File: src/rtl/mb_arbiter.sv
// mb_arbiter: round-robin arbiter sharing one synchronous memory port
// between NREQ requesters, with bounded locked bursts and read-data
// steering back to the requester that issued each read.
//
// Handshake: a requester holds req[i] (with its we/bmsk/addr/wdata) until
// it sees gnt[i]; the access is consumed in the same cycle gnt[i] is high.
// Read data comes back as a one-cycle rvalid[i] pulse RD_LAT cycles later.
module mb_arbiter #(
    parameter int NREQ      = 3,
    parameter int DSZ       = 16,
    parameter int ASZ       = 17,
    parameter int RD_LAT    = 1,
    parameter int MAX_BURST = 8
) (
    input  logic                clk,
    input  logic                rst_n,
    input  logic [NREQ-1:0]     req,
    input  logic [NREQ-1:0]     lock,
    input  logic [NREQ-1:0]     we,
    input  logic [4*NREQ-1:0]   bmsk,
    input  logic [ASZ*NREQ-1:0] addr,
    input  logic [DSZ*NREQ-1:0] wdata,
    output logic [NREQ-1:0]     gnt,
    output logic [NREQ-1:0]     rvalid,
    output logic [DSZ-1:0]      rdata,
    output logic                mem_we,
    output logic [3:0]          mem_bmsk,
    output logic [ASZ-1:0]      mem_ai,
    output logic [DSZ-1:0]      mem_vi,
    input  logic [DSZ-1:0]      mem_vo,
    output logic                dbg_state
);

    localparam int IW = $clog2(NREQ);

    typedef enum logic {IDLE_ARB = 1'b0, LOCKED = 1'b1} arb_state_e;

    arb_state_e          state_q, state_d;
    logic [IW-1:0]       rr_q, rr_d;
    logic [IW-1:0]       owner_q, owner_d;
    logic [7:0]          bcnt_q, bcnt_d;
    // Set for one cycle after a burst is cut at MAX_BURST; owner_q then
    // names the requester that must step aside if anyone else is waiting.
    logic                bar_q, bar_d;

    logic [RD_LAT-1:0]   rd_vld_q;
    logic [IW-1:0]       rd_idx_q [RD_LAT];

    logic [NREQ-1:0]     owner_mask;
    logic [NREQ-1:0]     elig;
    logic [IW-1:0]       cand;
    logic [IW-1:0]       gnt_idx;
    logic                gnt_any;
    logic                rd_push;

    function automatic logic [IW-1:0] next_idx(input logic [IW-1:0] i);
        if (int'(i) == NREQ - 1) return '0;
        return i + 1'b1;
    endfunction

    assign dbg_state  = state_q;
    assign owner_mask = NREQ'(1) << owner_q;

    // Grant selection: owner only while locked, otherwise round-robin from rr_q.
    always_comb begin
        elig    = req;
        cand    = '0;
        gnt_idx = '0;
        gnt_any = 1'b0;
        if (bar_q && ((req & ~owner_mask) != '0)) begin
            elig = req & ~owner_mask;
        end
        if (state_q == LOCKED) begin
            gnt_idx = owner_q;
            gnt_any = req[owner_q];
        end else begin
            // Walk downwards so the candidate closest to rr_q wins last.
            for (int k = NREQ - 1; k >= 0; k--) begin
                cand = IW'((int'(rr_q) + k) % NREQ);
                if (elig[cand]) begin
                    gnt_any = 1'b1;
                    gnt_idx = cand;
                end
            end
        end
        // Nothing reaches the memory while the block is held in reset.
        if (!rst_n) begin
            gnt_any = 1'b0;
        end
        gnt = gnt_any ? (NREQ'(1) << gnt_idx) : '0;
    end

    // Memory port mux: granted requester's fields, all zero when idle.
    always_comb begin
        mem_we   = 1'b0;
        mem_bmsk = '0;
        mem_ai   = '0;
        mem_vi   = '0;
        if (gnt_any) begin
            mem_we   = we[gnt_idx];
            mem_bmsk = bmsk[4*gnt_idx +: 4];
            mem_ai   = addr[ASZ*gnt_idx +: ASZ];
            mem_vi   = wdata[DSZ*gnt_idx +: DSZ];
        end
    end

    // Arbiter next state: lock entry/exit, burst counting and rr update.
    always_comb begin
        state_d = state_q;
        rr_d    = rr_q;
        owner_d = owner_q;
        bcnt_d  = bcnt_q;
        bar_d   = 1'b0;
        case (state_q)
            IDLE_ARB: begin
                if (gnt_any) begin
                    if (lock[gnt_idx]) begin
                        state_d = LOCKED;
                        owner_d = gnt_idx;
                        bcnt_d  = 8'd1;
                    end else begin
                        rr_d = next_idx(gnt_idx);
                    end
                end
            end
            LOCKED: begin
                if (!gnt_any) begin
                    state_d = IDLE_ARB;
                    rr_d    = next_idx(owner_q);
                    bcnt_d  = '0;
                end else if (bcnt_q + 8'd1 == 8'(MAX_BURST)) begin
                    state_d = IDLE_ARB;
                    rr_d    = next_idx(owner_q);
                    bcnt_d  = '0;
                    bar_d   = 1'b1;
                end else if (!lock[owner_q]) begin
                    state_d = IDLE_ARB;
                    rr_d    = next_idx(owner_q);
                    bcnt_d  = '0;
                end else begin
                    bcnt_d = bcnt_q + 8'd1;
                end
            end
            default: state_d = IDLE_ARB;
        endcase
    end

    // Arbiter state registers.
    always_ff @(posedge clk or negedge rst_n) begin
        if (!rst_n) begin
            state_q <= IDLE_ARB;
            rr_q    <= '0;
            owner_q <= '0;
            bcnt_q  <= '0;
            bar_q   <= 1'b0;
        end else begin
            state_q <= state_d;
            rr_q    <= rr_d;
            owner_q <= owner_d;
            bcnt_q  <= bcnt_d;
            bar_q   <= bar_d;
        end
    end

    assign rd_push = gnt_any & ~we[gnt_idx];

    // Read-return pipeline tracking which requester each memory read belongs to.
    always_ff @(posedge clk or negedge rst_n) begin
        if (!rst_n) begin
            rd_vld_q <= '0;
            for (int k = 0; k < RD_LAT; k++) rd_idx_q[k] <= '0;
        end else begin
            rd_vld_q[0] <= rd_push;
            rd_idx_q[0] <= gnt_idx;
            for (int k = 1; k < RD_LAT; k++) begin
                rd_vld_q[k] <= rd_vld_q[k-1];
                rd_idx_q[k] <= rd_idx_q[k-1];
            end
        end
    end

    assign rvalid = rd_vld_q[RD_LAT-1] ? (NREQ'(1) << rd_idx_q[RD_LAT-1]) : '0;
    assign rdata  = rd_vld_q[RD_LAT-1] ? mem_vo : '0;

endmodule

File: config.mk
export PLATFORM = sky130hd
export DESIGN_NAME = mb_arbiter
export DESIGN_NICKNAME = d
export VERILOG_FILES = /design/src/rtl/mb_arbiter.sv
export SDC_FILE = /design/constraint.sdc
export NUM_CORES = 1
export LEC_CHECK = 0
export BUFFER_PORTS_ARGS = -buffer_cell sky130_fd_sc_hd__clkbuf_2
export CAP_MARGIN = 20
export CORE_ASPECT_RATIO = 1.2
export CORE_MARGIN = 2
export CORE_UTILIZATION = 42
export DETAILED_ROUTE_END_ITERATION = 7
export PLACE_DENSITY = 0.95
export SLEW_MARGIN = 30
export SYNTH_ARGS = -nofsm -noshare
export SYNTH_HDL_FRONTEND = slang
export SYNTH_SLANG_ARGS = --single-unit
File: constraint.sdc
create_clock -name clk -period 4.45 [get_ports clk]
set_input_delay 0.445 -clock clk [delete_from_list [all_inputs] [get_ports clk]]
set_output_delay 0.445 -clock clk [all_outputs]
set_load 0.05 [all_outputs]
==> results of run 1 <==
-- routing by layer --
| metal | vias up | wire length (µm) | track usage |
|---|---|---|---|
| met5 | - | 0 | 0 |
| met4 | 0 | 134 | 0.0755 |
| met3 | 18 | 642 | 0.0341 |
| met2 | 173 | 4270 | 0.475 |
| met1 | 1429 | 3170 | 0.284 |
| li1 | 1533 | - | - |
-- through the flow --
step | total power, µW | worst slack, ns | util | cell area, µm²
6_report | 2620 | 0.662 | 0.643 | 3400
5_1_grt | 2780 | 0.398 | 0.643 | 3400
4_1_cts | 2620 | 0.638 | 0.643 | 3400
3_5_place_dp | 2500 | 0.890 | 0.634 | 3360
3_3_place_gp | 2460 | 1.01 | 0.634 | 3360
2_1_floorplan | 2000 | 0.741 | - | 2320
-- cell usage after synthesis (2+ instances only) --
master and n:
sky130_fd_sc_hd__nor2_1 86, sky130_fd_sc_hd__a21oi_1 41, sky130_fd_sc_hd__mux2i_1 40, sky130_fd_sc_hd__and2_1 18, sky130_fd_sc_hd__dfrtp_1 17, sky130_fd_sc_hd__clkbuf_1 15
sky130_fd_sc_hd__nand2_1 14, sky130_fd_sc_hd__buf_2 7, sky130_fd_sc_hd__inv_1 7, sky130_fd_sc_hd__nor3_1 7, sky130_fd_sc_hd__a211o_1 6, sky130_fd_sc_hd__o21ai_0 6
sky130_fd_sc_hd__o31ai_1 6, sky130_fd_sc_hd__nor2b_1 5, sky130_fd_sc_hd__mux2_2 4, sky130_fd_sc_hd__nand2b_1 4, sky130_fd_sc_hd__nand3_1 4, sky130_fd_sc_hd__nor4_1 4
sky130_fd_sc_hd__and3_1 3, sky130_fd_sc_hd__buf_1 3, sky130_fd_sc_hd__ha_1 3, sky130_fd_sc_hd__nand3b_1 3, sky130_fd_sc_hd__nand4_1 3, sky130_fd_sc_hd__nor3b_1 3
sky130_fd_sc_hd__o211ai_1 3, sky130_fd_sc_hd__a221o_1 2, sky130_fd_sc_hd__o221ai_1 2, sky130_fd_sc_hd__or2_2 2
-- cell families after synthesis --
kind of cell / count (synthesis) / synth area share
buffers and inverters: 32 / 0.0554
AND/OR/NAND/NOR: 161 / 0.328
multiplexers: 44 / 0.192
flip-flops: 17 / 0.183
AO/OA/AOI/OAI: 74 / 0.226
adder cells (fa/ha/maj): 3 / 0.0161
-- power breakdown --
group | leakage [µW] | internal, µW | switching, µW
clock network | 0.0000228 | 63.5 | 51.3
registers | 0.000226 | 194 | 72.6
logic | 0.00181 | 642 | 1590
-- cells in the final DEF, fill, tap and decap left out, drive strengths merged, types with 2 or more instances in the layout --
cell type  instances
mux2               4
clkbuf           202
nand2b             4
nor4               4
nor2b              5
a211o              6
mux2i             40
o31ai              6
o211ai             3
o21ai              6
dfrtp             17
a221o              2
or3b               2
nor2              86
o221ai             2
ha                 3
nor3b              3
nand2             14
nand3b             3
nand3              4
or2                2
buf                6
nor3               7
and2              19
and3               3
a21oi             41
inv                7
nand4              3
-- area by class of cell --
class	count	area, µm²	area share
clock buffers	4	45.0	0.0132
repair buffers	204	1050	0.308
multi-input cells	282	1780	0.523
inverters	7	26.3	0.00772
flip-flops and latches	17	425	0.125
well taps	62	77.6	0.0228
-- state kept, by name (all words and copies together), names as in the netlist --
name       count
dbg_state      1
rr_q           2
rd_vld_q       1
owner_q        2
bar_q          1
bcnt_q         8
rd_idx_q       2
-- worst paths after layout --
check / slack, ns / start / cells after the start / to
worst max-delay path: 0.66 / rr_q[0]$_DFFE_PN0P_ / 11 / mem_vi[15]
worst min register to register: 0.54 / bcnt_q[1]$_DFFE_PN0P_ / 1 / bcnt_q[1]$_DFFE_PN0P_
worst min-delay path: 0.12 / rst_n / 1 / bcnt_q[7]$_DFFE_PN0P_
max in group asynchronous: 4.01 / rst_n / 1 / rr_q[0]$_DFFE_PN0P_
worst max register to register: 0.87 / rr_q[0]$_DFFE_PN0P_ / 10 / owner_q[1]$_DFFE_PN0P_
min in group clk: 0.51 / we[1] / 3 / rd_vld_q$_DFF_PN0_
-- critical path, stage by stage (launching register included) --
cell and delay (ns):
sky130_fd_sc_hd__dfrtp_1 0.37, sky130_fd_sc_hd__inv_1 0.05, sky130_fd_sc_hd__ha_1 0.43, sky130_fd_sc_hd__inv_1 0.16, sky130_fd_sc_hd__o311ai_4 0.37, sky130_fd_sc_hd__o31ai_1 0.19
sky130_fd_sc_hd__o41ai_4 0.33, sky130_fd_sc_hd__and2_1 0.45, sky130_fd_sc_hd__buf_12 0.24, sky130_fd_sc_hd__a21oi_1 0.09, sky130_fd_sc_hd__nor2_1 0.11, sky130_fd_sc_hd__clkbuf_2 0.29
==> results.sh, run 1 <==
export IMPL_route_detailed_drc=0
export IMPL_post_place_cells=572
export IMPL_total_overflow_reported_by_the_global_router=0
export IMPL_first_pass_grt_wire_length_mm=12.7
export IMPL_dp_hpwl_mm=6.64
export IMPL_asyncSetResetFlopFracSynth=1.00
export IMPL_grt_use_total=0.250
export IMPL_synth_cells=331
export IMPL_final_hold_worst_slack_ns=0.121
export IMPL_fmaxAchievable_mhz=264
export IMPL_io_pins=199
export IMPL_n_diodes=0
export IMPL_worst_setup_path_start_kind="register"
export IMPL_cts_made_buffers=3
export IMPL_worst_slew_pin_slew_ns=0.647
export IMPL_drt_initial_drc_count=169
export IMPL_max_cap_violations=0
export IMPL_ys_top_cells_by_area="sky130_fd_sc_hd__dfrtp_1 18%, sky130_fd_sc_hd__mux2i_1 17%, sky130_fd_sc_hd__nor2_1 14%"
export IMPL_required_time_at_the_worst_slack_endpoint_ns=4.01
export IMPL_initial_core_utilization=0.439
export IMPL_synth_yosys_seq_area_share=0.183
export IMPL_crit_fanout=32
export IMPL_grt_pass1_vias=2938
export IMPL_post_synth_edffs=0
export IMPL_fin_setup_tns_ns=0
export IMPL_ys_ff_latch=17
export IMPL_grt_max_degree=44
export IMPL_die_h_um=85.5
export IMPL_setup_repair_after_global_routing_missed_its_margin="no"
export IMPL_cell_count_final_fillers_out=576
export IMPL_tritoncts="done"
export IMPL_post_route_min_period_ns=3.79
export IMPL_synthesis_area_per_instance_um2=7.02
export IMPL_critPathCaptureType="output port"
export IMPL_io_buffers=198
export IMPL_ctsResizeCount=0
export IMPL_cellLeakagePower_uw=0.00206
export IMPL_rows=29
export IMPL_die_width_um=71.9
export IMPL_synth_largest_area_cell="sky130_fd_sc_hd__dfrtp_1"
export IMPL_synth_top_cell_area_share=0.183
export IMPL_cts_root_buf="sky130_fd_sc_hd__clkbuf_8"
export IMPL_core_area_um2=5300
export IMPL_number_of_distinct_standard_cells_referenced_by_the_synthesized_netlist=41
export IMPL_routedWlPerCell_um=14.3
export IMPL_hold_path_class="primary input to asynchronous set/reset pin"
export IMPL_final_replace_weighted_congestion=0.892
export IMPL_max_clock_path_buffers=2
export IMPL_synth_yosys_warnings=0
export IMPL_worstSkewPairLatency_ns=0.25
export IMPL_share_of_final_layout_standard_cells_stronger_than_drive_strength_1=0.428
export IMPL_viasPerCell=5.47
export IMPL_layout_worst_path_cycle_share=0.851
export IMPL_syn2layout_area_growth_pct=46.4
export IMPL_detailroute_via_count=3153
export IMPL_layout_filler_cells=450
export IMPL_cts_sink_count=17
export IMPL_critPathKind="register to output port"
export IMPL_final_routed_wirelength_across_all_metal_layers_mm=8.22
export IMPL_floorplan_die_area_um2=6150
export IMPL_ys_flop_type="sky130_fd_sc_hd__dfrtp_1"
export IMPL_post_cts_hold_buffer_count=0
export IMPL_timing_max_slew_rel_slack=0.565
export IMPL_vdd_drop_max_mv=0.583
export IMPL_grt_antenna_before_repair=0
export IMPL_timing_max_transition_violations_final=0
export IMPL_fin_nets=656
export IMPL_drt_first_pass_iters=6
export IMPL_htree_levels=1
export IMPL_antenna_violating_nets_post_route=0
export IMPL_fin_skew_ns=0.00796
export IMPL_report_final_hold_viol_count=0
export IMPL_cellPowerDensity_nw_per_um2=769
export IMPL_cts_repair_timing_setup_buffer_count=0
export IMPL_arrival_ns=3.34
export IMPL_netlist_area_um2=2320
export IMPL_run_status="finished clean"
export IMPL_cts_reportedPaths_clkPinSlew_ns=0.07
export IMPL_mappedNetlistNets=472
export IMPL_report_final_setup_viol=0
(Power assumes the default switching activity.)
==> inputs of run 2 (changes only) <==
ABC_AREA = 0   (was unset)
CORE_UTILIZATION = 39   (was 42)
MAX_ROUTING_LAYER = met4   (was unset)
PLACE_DENSITY = 0.94   (was 0.95)
clock period = 3.63 ns   (was 4.45 ns; I/O delays follow)
==> results.sh, run 2 (synthesis gave the netlist of run 1 again) <==
export IMPL_run_status="finished clean"
export IMPL_final_design_area_no_fill_um2=3580
export IMPL_max_clock_path_buffers=2
export IMPL_cellLeakagePower_uw=0.00212
export IMPL_final_replace_weighted_congestion=0.922
export IMPL_core_area_um2=5710
export IMPL_required_time_at_the_worst_slack_endpoint_ns=3.27
export IMPL_cts_sink_count=17
export IMPL_setup_repair_after_global_routing_missed_its_margin="no"
export IMPL_power_combinational_fraction=0.863
export IMPL_die_h_um=88.6
export IMPL_worst_r2r_src="rr_q[0]$_DFFE_PN0P_"
export IMPL_htree_levels=1
export IMPL_worst_slew_pin_slew_ns=0.519
export IMPL_route_detailed_drc=0
export IMPL_drt_first_pass_iters=6
export IMPL_die_width_um=74.5
export IMPL_cellPowerDensity_nw_per_um2=952
export IMPL_layout_filler_cells=468
export IMPL_critPathKind="register to output port"
export IMPL_rr_endpoint="owner_q[1]$_DFFE_PN0P_"
export IMPL_hold_path_class="primary input to asynchronous set/reset pin"
export IMPL_cts_reportedPaths_clkPinSlew_ns=0.07
export IMPL_net_switching_power_uw=2150
export IMPL_post_route_min_period_ns=3.45
export IMPL_timing_max_transition_violations_final=0
export IMPL_worstSkewPairLatency_ns=0.25
export IMPL_fmaxAchievable_mhz=290
export IMPL_detailroute_via_count=3226
export IMPL_grt_pass1_vias=2857
export IMPL_reg2reg_setup_slack_ns=0.36
export IMPL_layout_commonest_cell="sky130_fd_sc_hd__clkbuf_2"
export IMPL_rows=30
export IMPL_total_overflow_reported_by_the_global_router=0
export IMPL_fin_setup_tns_ns=0
export IMPL_fin_nets=662
export IMPL_switching_share=0.631
export IMPL_vdd_drop_max_mv=0.564
export IMPL_power_clock_fraction=0.042
export IMPL_fin_skew_ns=0.00302
export IMPL_viasPerCell=5.38
export IMPL_cell_count_final_fillers_out=600
export IMPL_timing_max_slew_rel_slack=0.650
export IMPL_report_final_setup_viol=0
export IMPL_post_cts_hold_buffer_count=0
export IMPL_layout_worst_path_cycle_share=0.951
export IMPL_most_common_layout_cells="190 x sky130_fd_sc_hd__clkbuf_2, 86 x sky130_fd_sc_hd__nor2_1, 41 x sky130_fd_sc_hd__a21oi_1"
export IMPL_final_routed_wirelength_across_all_metal_layers_mm=8.47
export IMPL_final_hold_worst_slack_ns=0.101
export IMPL_report_final_hold_viol_count=0
export IMPL_max_cap_violations=0
export IMPL_crit_fanout=26
export IMPL_worst_setup_path_start_kind="register"
export IMPL_number_of_flip_flops_under_the_largest_register_name=8
export IMPL_drt_initial_drc_count=292
export IMPL_n_diodes=0
export IMPL_initial_core_utilization=0.407
export IMPL_reg2regPathDepth=11
export IMPL_critPathCaptureType="output port"
export IMPL_cell_internal_pwr_uw=1260
export IMPL_antenna_violating_nets_post_route=0
export IMPL_grt_use_total=0.243
export IMPL_floorplan_die_area_um2=6600
export IMPL_share_of_final_layout_standard_cells_stronger_than_drive_strength_1=0.437
export IMPL_post_dp_cell_area_um2=3520
export IMPL_routedWlPerCell_um=14.1
export IMPL_grt_max_degree=32
export IMPL_post_place_cells=594
export IMPL_tritoncts="done"
export IMPL_total_power_uw=3410
export IMPL_syn2layout_area_growth_pct=54.1
export IMPL_arrival_ns=3.09
export IMPL_cts_root_buf="sky130_fd_sc_hd__clkbuf_8"
export IMPL_grt_antenna_before_repair=0
export IMPL_cts_made_buffers=3
export IMPL_registers_top_by_ff_count="bcnt_q"
export IMPL_critical_path_startpoint="rr_q[0]$_DFFE_PN0P_"
export IMPL_dp_hpwl_mm=6.99
export IMPL_io_buffers=198
export IMPL_io_pins=199
export IMPL_first_pass_grt_wire_length_mm=12.5
export IMPL_pwr_share_seq=0.095
[run 2: changes by cell type in the layout (fill, tap and decap cells not counted), sizes merged]
cell / change
buf: +14
clkbuf: -8
[run 2: worst max path at each step]
stage	end	slack [ns]	cells past startpoint
finish	mem_ai[7]	0.18	12
global route	mem_ai[4]	0.05	12
CTS	mem_ai[9]	0.07	11
detailed placement	mem_ai[9]	0.34	11
global placement	mem_ai[9]	0.48	11
floorplan	gnt[0]	0.003	7
[run 2: worst max-delay path, stage by stage, from the launching register on]
cell	delay (ns)
sky130_fd_sc_hd__dfrtp_1	0.37
sky130_fd_sc_hd__inv_1	0.05
sky130_fd_sc_hd__ha_2	0.40
sky130_fd_sc_hd__inv_1	0.13
sky130_fd_sc_hd__o311ai_4	0.37
sky130_fd_sc_hd__o31ai_1	0.20
sky130_fd_sc_hd__o41ai_4	0.30
sky130_fd_sc_hd__buf_4	0.19
sky130_fd_sc_hd__buf_6	0.20
sky130_fd_sc_hd__nor2_1	0.08
sky130_fd_sc_hd__a21oi_1	0.25
sky130_fd_sc_hd__nor2_1	0.12
sky130_fd_sc_hd__buf_12	0.16
[run 2: through the flow]
stage	utilization	setup slack, ns
floorplan	-	0.00276
global placement	0.616	0.479
detailed placement	0.616	0.343
CTS	0.624	0.0713
global route	0.628	0.0524
finish	0.628	0.177
[run 2: area by class of cell]
type / count / area, µm² / share of cell area
well taps: 80 / 100 / 0.0279
repair buffers: 210 / 1200 / 0.336
flip-flops and latches: 17 / 425 / 0.119
inverters: 7 / 26.3 / 0.00733
clock buffers: 4 / 45.0 / 0.0126
multi-input cells: 282 / 1780 / 0.498
[run 2: what timing repair did]
item | CTS | global route
gates resized for setup | 0 | 3
setup endpoints to repair | 0 | 39
buffers inserted | 0 | 2
[run 2: power groups by stage]
| stage | sequential (µW) | combinational (µW) | clock (µW) |
|---|---|---|---|
| after floorplan | 290 | 2170 | 0 |
| after global placement | 319 | 2840 | 0 |
| after detailed placement | 327 | 2900 | 0 |
| after CTS | 323 | 2910 | 142 |
| after global routing | 334 | 3130 | 153 |
| final | 324 | 2950 | 143 |
[run 2: per-layer routing]
| layer | vias to the layer above | track usage | part of all wire |
|---|---|---|---|
| met5 | - | - | 0 |
| met4 | 0 | 0.0812 | 0.027 |
| met2 | 215 | 0.421 | 0.50 |
| li1 | 1540 | - | - |
| met1 | 1436 | 0.283 | 0.38 |
| met3 | 35 | 0.0364 | 0.091 |
